<file path="src/rtl/reg_bus_master.sv">
// reg_bus_master: AXI4-Lite slave that issues single-cycle strobes on a 64-bit register bus
`timescale 1ns/1ps
module reg_bus_master #(
  parameter int RD_LATENCY = 6,
  parameter int ADDR_W = 16
) (
  input  logic              clk,
  input  logic              rst,
  input  logic [ADDR_W-1:0] s_awaddr,
  input  logic              s_awvalid,
  output logic              s_awready,
  input  logic [63:0]       s_wdata,
  input  logic [7:0]        s_wstrb,
  input  logic              s_wvalid,
  output logic              s_wready,
  output logic [1:0]        s_bresp,
  output logic              s_bvalid,
  input  logic              s_bready,
  input  logic [ADDR_W-1:0] s_araddr,
  input  logic              s_arvalid,
  output logic              s_arready,
  output logic [63:0]       s_rdata,
  output logic [1:0]        s_rresp,
  output logic              s_rvalid,
  input  logic              s_rready,
  output logic              o_reg_wen,
  output logic [15:0]       o_reg_waddr,
  output logic [63:0]       o_reg_wdata,
  output logic              o_reg_ren,
  output logic [15:0]       o_reg_raddr,
  input  logic [63:0]       i_reg_rdata,
  output logic              o_busy
);
  typedef enum logic [2:0] {IDLE, WR_ISSUE, WR_RESP, RD_ISSUE, RD_WAIT, RD_RESP} state_t;
  state_t state;
  logic run, aw_full, w_full, last_rd, rd_ok;
  logic [ADDR_W-1:0] aw_addr;
  logic [63:0] w_data;
  logic [7:0] w_strb;
  logic [3:0] cnt;
  logic idle, wr_pend, wr_ok, ar_ok, rd_grant, wr_grant;
  assign idle = run && state == IDLE;
  assign wr_pend = aw_full && w_full;
  assign wr_ok = aw_addr[2:0] == 3'd0 && w_strb == 8'hFF;
  assign ar_ok = s_araddr[2:0] == 3'd0;
  assign rd_grant = idle && s_arvalid && !(wr_pend && last_rd);
  assign wr_grant = idle && wr_pend && !rd_grant;
  assign s_awready = idle && !aw_full;
  assign s_wready = idle && !w_full;
  assign s_arready = rd_grant;
  assign o_busy = state != IDLE;
  always_ff @(posedge clk or posedge rst)
    if (rst) begin
      state <= IDLE;
      run <= 1'b0;
      aw_full <= 1'b0;
      w_full <= 1'b0;
      last_rd <= 1'b0;
      rd_ok <= 1'b0;
      aw_addr <= '0;
      w_data <= '0;
      w_strb <= '0;
      cnt <= '0;
      s_bresp <= '0;
      s_bvalid <= 1'b0;
      s_rdata <= '0;
      s_rresp <= '0;
      s_rvalid <= 1'b0;
      o_reg_wen <= 1'b0;
      o_reg_waddr <= '0;
      o_reg_wdata <= '0;
      o_reg_ren <= 1'b0;
      o_reg_raddr <= '0;
    end else begin
      run <= 1'b1;
      o_reg_wen <= 1'b0;
      o_reg_ren <= 1'b0;
      if (s_awvalid && s_awready) begin
        aw_full <= 1'b1;
        aw_addr <= s_awaddr;
      end
      if (s_wvalid && s_wready) begin
        w_full <= 1'b1;
        w_data <= s_wdata;
        w_strb <= s_wstrb;
      end
      case (state)
        IDLE:
          if (rd_grant) begin
            state <= RD_ISSUE;
            last_rd <= 1'b1;
            rd_ok <= ar_ok;
            o_reg_ren <= ar_ok;
            if (ar_ok) o_reg_raddr <= 16'(s_araddr);
          end else if (wr_grant) begin
            state <= WR_ISSUE;
            last_rd <= 1'b0;
            aw_full <= 1'b0;
            w_full <= 1'b0;
            o_reg_wen <= wr_ok;
            s_bresp <= wr_ok ? 2'b00 : 2'b10;
            if (wr_ok) begin
              o_reg_waddr <= 16'(aw_addr);
              o_reg_wdata <= w_data;
            end
          end
        WR_ISSUE: begin
          state <= WR_RESP;
          s_bvalid <= 1'b1;
        end
        WR_RESP:
          if (s_bready) begin
            state <= IDLE;
            s_bvalid <= 1'b0;
          end
        RD_ISSUE: begin
          state <= rd_ok ? RD_WAIT : RD_RESP;
          cnt <= 4'(RD_LATENCY - 1);
          s_rvalid <= !rd_ok;
          if (!rd_ok) begin
            s_rresp <= 2'b10;
            s_rdata <= '0;
          end
        end
        RD_WAIT:
          if (cnt == 4'd0) begin
            state <= RD_RESP;
            s_rvalid <= 1'b1;
            s_rdata <= i_reg_rdata;
            s_rresp <= 2'b00;
          end else cnt <= cnt - 4'd1;
        RD_RESP:
          if (s_rready) begin
            state <= IDLE;
            s_rvalid <= 1'b0;
          end
        default: state <= IDLE;
      endcase
    end
endmodule

</file>
<file path="config.mk">
export PLATFORM = sky130hd
export DESIGN_NAME = reg_bus_master
export DESIGN_NICKNAME = d
export VERILOG_FILES = /design/src/rtl/reg_bus_master.sv
export SDC_FILE = /design/constraint.sdc
export NUM_CORES = 1
export LEC_CHECK = 0
export CORE_MARGIN = 2
export CORE_UTILIZATION = 25
export DETAILED_ROUTE_END_ITERATION = 8
export DONT_BUFFER_PORTS = 1
export RECOVER_POWER = 25
export SLEW_MARGIN = 20
export SYNTH_ARGS = -nofsm -noshare
export SYNTH_HDL_FRONTEND = slang
export SYNTH_SLANG_ARGS = --single-unit
</file>
<file path="constraint.sdc">
create_clock -name clk -period 8.5 [get_ports clk]
set_input_delay 1.275 -clock clk [delete_from_list [all_inputs] [get_ports clk]]
set_output_delay 1.275 -clock clk [all_outputs]
set_load 0.01 [all_outputs]
</file>
# Word level (Yosys, flattened, before mapping)
# Cells that the tools add are included.
totals:
  ff_bits: 268
  output_inout_bits: 172
  word_cells: 106
classes:
  add_sub_neg: 1
  eq_ne: 12
  muxes: 36
  n_bitwise: 1
  reduce_logical: 36
op_table:
  columns: ["op", "count"]
  rows:
  - ["2-to-1 mux 64 bit", 2]
  - ["one-hot mux 64 bit (2 select lines)", 1]
  - ["2-to-1 mux 1 bit", 19]
  - ["one-hot mux 3 bit (6 select lines)", 1]
  - ["2-to-1 mux 3 bit", 5]
  - ["logical AND 1 bit", 12]
  - ["AND reduction 3 bit", 4]
  - ["inequality test 2 bit, second input constant", 5]
  - ["zero test 3 bit", 3]
  - ["== test 8 bit, second input constant", 1]
  - ["one-hot mux 4 bit (2 select lines)", 1]
  - ["AND reduction 2 bit", 4]
  - ["AND reduction 4 bit", 2]
  - ["== test 3 x 2 -> 1 bit, second input constant", 2]
  - ["== test 3 bit, second input constant", 2]
  - ["2-to-1 mux 2 bit", 3]
  - ["nonzero test 2 bit", 3]
  - ["nonzero test 3 bit", 2]
  - ["zero test 1 bit", 5]
  - ["zero test 4 bit", 1]
  - ["2-to-1 mux 4 bit", 1]
  - ["one-hot mux 2 bit (2 select lines)", 1]
  - ["subtractor 4 x 1 -> 4 bit, second input constant", 1]
  - ["== test 3 x 1 -> 1 bit, second input constant", 1]
  - ["other kinds (4)", 4]

# Logic depth before layout (Yosys ltp)
# Gate-level depths: netlist of the first run.
logic_depth:
  ltp_word: 9
  mapped_depth: 9

# Worst setup path before layout of the first run
# No wires, ideal clock.
synth_path:
  kind: "input to output"
  startpoint: "input port s_arvalid"
  endpoint: "output port s_arready"
  t_arrival_ps: 1461
  t_required_ps: 7225
  slack_ps: 5764
  path_stages: 2
  path_buffers: 0
  cell_sequence: "nand3_1 > inv_1"
synth_between:
  elab_chain_cells: 2
synth_lines:
  columns: ["element", "line_no", "source"]
  rows:
  - ["from (decl)", "20", "input logic s_arvalid,"]
  - ["logical AND 1 bit (2 in series)", "46", "assign rd_grant = idle && s_arvalid && !(wr_pend && last_rd);"]
  - ["to (decl)", "21", "output logic s_arready,"]
# No other way between the ends.

==> results.tsv, run 1 <==
stage	metric	value	unit
outcome	outcome	complete, but fails checks	
outcome	failing checks	capacitance limit, slew limit	
clock_network	CTS Hold Bufs	0	
setup_path	Largest delay share family, worst path	buffers and inverters	
final_layout	Core Util, Final	0.2880	
setup_path	FF-to-FF Start	state[0]	
clock_network	CTS tree	yes	
place	dpl hpwl	15.87	mm
synthesis	Unique masters post-synth	35	
clock_network	clk slew on worst S/H paths	0.06	ns
drt	Starting DRT DRC Count	297	
sta	WHS	0.4961	ns
synthesis	Post-synth EDFFs	0	
hold_path	Hold Path Sink	o_reg_wdata[56]	
clock_network	Sink Count	266	
synthesis	Adder-Cell Fraction of Synth Area	0.001182	
global_routing	initial antenna violation count	1	
setup_path	Startpoint Class	input pin	
sta	max-slew violation count	216	
drt	# DRC	0	
global_routing	first-pass GRT wire length	34.67	mm
floorplan	die height	209.8	µm
synthesis	Post-synth ARST share	1.000	
synthesis	Mean Syn Cell Area	13.64	µm²
clock_network	Longest Clk Path Bufs	3	
drt	Antenna Nets Post-Route	0	
synthesis	mux share of post-synthesis cell area	0.2191	
place	RD Place Congestion	0.7096	
floorplan	Top Ports	347	
sta	setup TNS	0	ns
place	buffers added on ports	0	
drt	Vias	5726	
clock_network	H-tree levels	1	
power	Peak VDD IR	0.1419	mV
sta	unrepaired setup endpoints after global routing	false	
setup_path	crit-path max FO	151	
synthesis	most frequent cells after synthesis	dfrtp_1 (266), nand2_1 (140), mux2_2 (98)	
final_layout	diodes inserted	0	
hold_path	Worst Hold Class	flip-flop to flip-flop	
clock_network	worst skew pair latency	0.58	ns
synthesis	post-synth top area share	0.6287	
final_layout	fraction of layout instances using a drive strength above 1	0.3043	
setup_path	CP Capture Type	asynchronous set/reset pin	
sta	Slew @ Worst Pin	3.678	ns
floorplan	die area	44010	µm²
sta	Slew headroom	-1.452	
synthesis	Simple-Gate Fraction of Synth Area	0.07776	
job	MaxCap Viol Count	2	
synthesis	xor and xnor fraction of the mapped netlist area	0	
clock_network	Num CTS Buffers	30	
final_layout	P&R area growth vs syn	13.83	%
sta	Fmax	239.0	MHz
synthesis	Syn Inst Count	776	
global_routing	Congestion Overflow GR	0	
global_routing	GRT Resource Usage Total	0.09974	
synthesis	count leader, synth	dfrtp_1	
synthesis	Synth area leaders	dfrtp_1 (63%), mux2_4 (11%), mux2_2 (10%), nand2_1 (5.0%), o21ai_0 (3.5%)	
clock_network	root buf cell	clkbuf_16	
hold_path	hold path startpoint	w_data[56]	
drt	Avg WL per Cell	17.23	µm
drt	TritonRoute pass-1 iters	4	
floorplan	row cnt	75	
floorplan	core area	41850	µm²
setup_path	Worst path slowest cell	clkbuf_2	
global_routing	vias in the first global route	5890	
global_routing	largest net degree at the start of global routing	152	
sta	Post-Route Skew	0.01587	ns
synthesis	number of synthesized register bits	266	
sta	crit path time final	4.184	ns
sta	Finish-stage setup viols	0	
setup_path	CP cell instances	clkinvlp_2 > clkbuf_2	
setup_path	CP Buf/Inv Count	2	
drt	via/cell ratio	4.302	
setup_path	reg2reg end	w_data[49]	
synthesis	register area share after synthesis	0.6287	
synthesis	main combinational cell family by area after synthesis	multiplexers	
final_layout	# nets final	946	
setup_path	WS Path Type	input pin to asynchronous set/reset pin	
synthesis	ys flop type	dfrtp_1	
setup_path	flop2flop setup slack	5.22	ns
setup_path	Req. time, crit path	8.33	ns
synthesis	Synth warnings	0	
setup_path	Worst EP arrival	4.01	ns
power	P per Cell Area	314.8	nW/µm²
hold_path	Worst Hold Path Cells	1	
floorplan	DIE WIDTH	209.8	µm
sta	final hold vios	0	
synthesis	post-synthesis compound-gate area fraction	0.04302	
floorplan	initial core utilization	0.2530	
drt	routed wire length	22.94	mm
synthesis	post-synth top area cell	dfrtp_1	
power	Leakage	5.627	nW
clock_network	postcts setup bufs	0	
clock_network	post-CTS sizing	0	
synthesis	mapped cell area	10590	µm²
sta	Final period util	0.4922	
setup_path	reg2reg path depth	4	
setup_path	slowest stage delay, CP	2.48	ns
==> how the worst max path moves through the flow <==
stage          startpoint         endpoint  slack [ns]  cells after the start
2_1_floorplan         rst       aw_addr[0]        3.71                      1
3_3_place_gp    s_arvalid  o_reg_wdata[38]        5.12                      5
3_5_place_dp    s_arvalid  o_reg_wdata[50]        5.08                      5
4_1_cts          state[0]         s_wready        4.75                      2
5_1_grt               rst      s_rdata[23]        3.51                      2
6_report              rst      s_rdata[26]        4.32                      2
==> cell usage in the layout (no fill, tap or decap), types with 4 or more instances in the layout <==
cell type,netlist,layout
o21ai_0,74,74
nand2_1,140,140
nand3_1,6,6
mux2_4,81,81
inv_1,7,6
clkbuf_1,20,6
mux2_2,98,98
buf_4,3,5
nor2_1,12,12
clkinv_2,0,4
clkbuf_16,0,30
dfrtp_1,266,266
a21oi_1,7,7
and2_1,6,6
nor2b_1,4,4
clkbuf_8,0,6
nand2b_1,4,4
==> layout make-up <==
cell class / instances / area (µm²)
flip-flops and latches: 266 / 6656
multi-input cells: 458 / 3657
repair buffers: 7 / 46.29
fillers: 4224 / 29800
clock buffers: 41 / 852.1
clock inverters: 13 / 137.6
well taps: 539 / 674.4
inverters: 7 / 27.53
==> power by group <==
part,switching [mW],internal (mW),leakage [nW]
sequential,0.298,1.62,3.49
clock,0.533,0.737,0.478
combinational,0.290,0.314,1.66
==> registers in the layout (all words and copies together), names as in the netlist, 3 cells and up <==
signal / count
w_data: 64
cnt: 4
aw_addr: 16
s_rdata: 64
state: 3
o_reg_raddr: 16
o_reg_waddr: 16
o_reg_wdata: 64
w_strb: 8
==> cells by family after synthesis <==
logic type / Yosys count
flops: 266
simple gates: 188
mux: 179
compound gates: 87
buf+inv: 53
other cells: 2
fa+ha+maj: 1
==> stage by stage <==
stage | total power [mW] | setup slack (ns) | cell area, µm² | std cells
floorplan | 2.390 | 3.714 | 10600 | 777
global placement | 2.524 | 5.119 | 11080 | 1277
detailed placement | 2.567 | 5.082 | 11080 | 1277
CTS | 3.866 | 4.747 | 12070 | 1331
global route | 4.016 | 3.513 | 12050 | 1331
finish | 3.794 | 4.316 | 12050 | 1331
==> routing by layer <==
layer	vias up	global-route usage	part of all wire
li1	2616	-	-
met1	2846	0.1146	0.39
met2	222	0.1709	0.49
met3	42	0.03816	0.086
met4	0	0.03228	0.030
met5	-	0	0
No activity file was read; power rests on OpenSTA's default activity.
==> inputs of run 2 (changes only) <==
clock period = 4.1 ns   (was 8.5 ns; I/O delays follow)
==> run 2 against run 1 <==
The flow still finishes with violations (capacitance limit, slew limit). Routed wire length increased by 1.3%. Clock power is 110% higher. Count of clock-buffer cells in the layout is 1 lower. Critical endpoint is now o_reg_wdata[54]. Largest cell class unchanged.
==> results.tsv, run 2 (same netlist as run 1, synthesis figures left out) <==
stage	metric	value	unit
setup_path	Critical Path Start	state[0]	
power	P per Cell Area	657.0	nW/µm²
drt	TritonRoute pass-1 iters	4	
setup_path	crit-path max FO	47	
global_routing	first-pass GRT wire length	35.45	mm
setup_path	WS Path Type	flip-flop to flip-flop	
outcome	failing checks	capacitance limit, slew limit	
sta	Fmax	304.9	MHz
floorplan	row cnt	75	
final_layout	fraction of layout instances using a drive strength above 1	0.3057	
global_routing	GR peak layer	met2	
sta	final hold vios	0	
place	buffers added on ports	0	
setup_path	Req. time, crit path	4.54	ns
drt	Avg WL per Cell	17.42	µm
clock_network	clk slew on worst S/H paths	0.06	ns
global_routing	GRT met2 Usage	0.1651	
hold_path	Worst Hold Class	input pin to flip-flop	
drt	routed wire length	23.24	mm
clock_network	worst skew pair latency	0.58	ns
final_layout	Top Registers	o_reg_wdata x64, s_rdata x64, w_data x64	
sta	Post-Route Skew	0.02440	ns
final_layout	Fill cells	4215	
clock_network	CTS tree	yes	
clock_network	postcts setup bufs	0	
sta	setup ws final	0.8205	ns
place	Post-Place Worst Slack	1.053	ns
global_routing	vias in the first global route	5900	
job	MaxCap Viol Count	1	
global_routing	largest net degree at the start of global routing	166	
hold_path	hold path startpoint	i_reg_rdata[28]	
place	dpl hpwl	15.80	mm
clock_network	H-tree levels	1	
floorplan	core area	41850	µm²
floorplan	die height	209.8	µm
setup_path	Startpoint Class	flip-flop	
drt	via/cell ratio	4.268	
sta	Finish-stage setup viols	0	
sta	Slew headroom	-0.5743	
drt	# DRC	0	
setup_path	CP Capture Type	flip-flop	
outcome	outcome	complete, but fails checks	
global_routing	Congestion Overflow GR	0	
floorplan	die area	44010	µm²
global_routing	grt met1 use	0.1205	
final_layout	commonest non-fill, non-tap cell in the layout	dfrtp_1	
sta	setup TNS	0	ns
power	Peak VDD IR	0.3048	mV
floorplan	initial core utilization	0.2530	
clock_network	Sink Count	266	
sta	unrepaired setup endpoints after global routing	false	
setup_path	Worst EP arrival	3.72	ns
floorplan	Top Ports	347	
floorplan	DIE WIDTH	209.8	µm
sta	max-slew violation count	94	
clock_network	root buf cell	clkbuf_16	
drt	Antenna Nets Post-Route	0	
drt	Vias	5694	
drt	Starting DRT DRC Count	279	
sta	Slew @ Worst Pin	2.361	ns
sta	Final period util	0.7999	
power	Pwr Total	7.943	mW
global_routing	initial antenna violation count	2	
clock_network	Num CTS Buffers	31	
place	RD Place Congestion	0.7120	
final_layout	diodes inserted	0	
global_routing	grt met3 use	0.04399	
clock_network	Longest Clk Path Bufs	3	
final_layout	# nets final	949	
global_routing	GRT Resource Usage Total	0.1016	
final_layout	most frequent cells in the layout	dfrtp_1 (266), nand2_1 (140), mux2_2 (98), mux2_4 (81), o21ai_0 (74)	
setup_path	FF-to-FF Start	state[0]	
sta	crit path time final	3.279	ns
final_layout	P&R area growth vs syn	14.18	%
power	Leakage	5.650	nW
[run 2: final cells by class]
cell class	count	area (µm²)	share of cell area
Inverter	7	27.53	0.002277
Tap cell	539	674.4	0.05579
Multi-Input combinational cell	458	3642	0.3013
Sequential cell	266	6656	0.5506
Clock inverter	15	158.9	0.01314
Timing Repair Buffer	9	80.08	0.006624
Clock buffer	40	849.6	0.07028
[run 2: worst max-delay path, stage by stage, from the launching register on]
cell and delay [ns]:
dfrtp_1 0.36, buf_4 0.19, nor4b_1 0.75, nand4_1 0.30, or3_4 0.79, buf_4 0.39
mux2_4 0.33
[run 2: power by group]
group          total [mW]  internal, mW  switching [mW]
clock                2.71          1.59            1.12
sequential           3.95          3.36           0.590
combinational        1.28         0.653           0.623
total                7.94          5.61            2.34
[run 2: per-stage QoR]
step / area, µm² / hold WS (ns) / utilization / instances
after floorplan: 10600 / 0.4619 / - / 777
after global placement: 11100 / 0.4466 / 0.2653 / 1278
after detailed placement: 11100 / 0.4465 / 0.2653 / 1278
after CTS: 12120 / 0.1182 / 0.2896 / 1334
after global routing: 12090 / 0.1293 / 0.2888 / 1334
final: 12090 / 0.1618 / 0.2888 / 1334
[run 2: worst paths after layout]
path / slack, ns / to / depth (start not counted)
worst min register to register: 0.48 / o_reg_wdata[49] / 1
worst max register to register: 0.82 / o_reg_wdata[54] / 6
max in group asynchronous: 0.97 / s_rdata[2] / 3
worst min-delay path: 0.16 / s_rdata[28] / 2
min in group asynchronous: 0.50 / o_reg_wdata[34] / 2
worst max-delay path: 0.82 / o_reg_wdata[54] / 6
[run 2: what timing repair did]
item	4_1_cts	5_1_grt
resized for setup	0	0
endpoints found under the hold margin	8	0
hold buffers	1	0
[run 2: routing by layer]
layer,vias to the layer above,part of all wire
li1,2628,-
met4,2,0.025
met2,216,0.48
met5,-,0.00056
met3,41,0.10
met1,2807,0.39
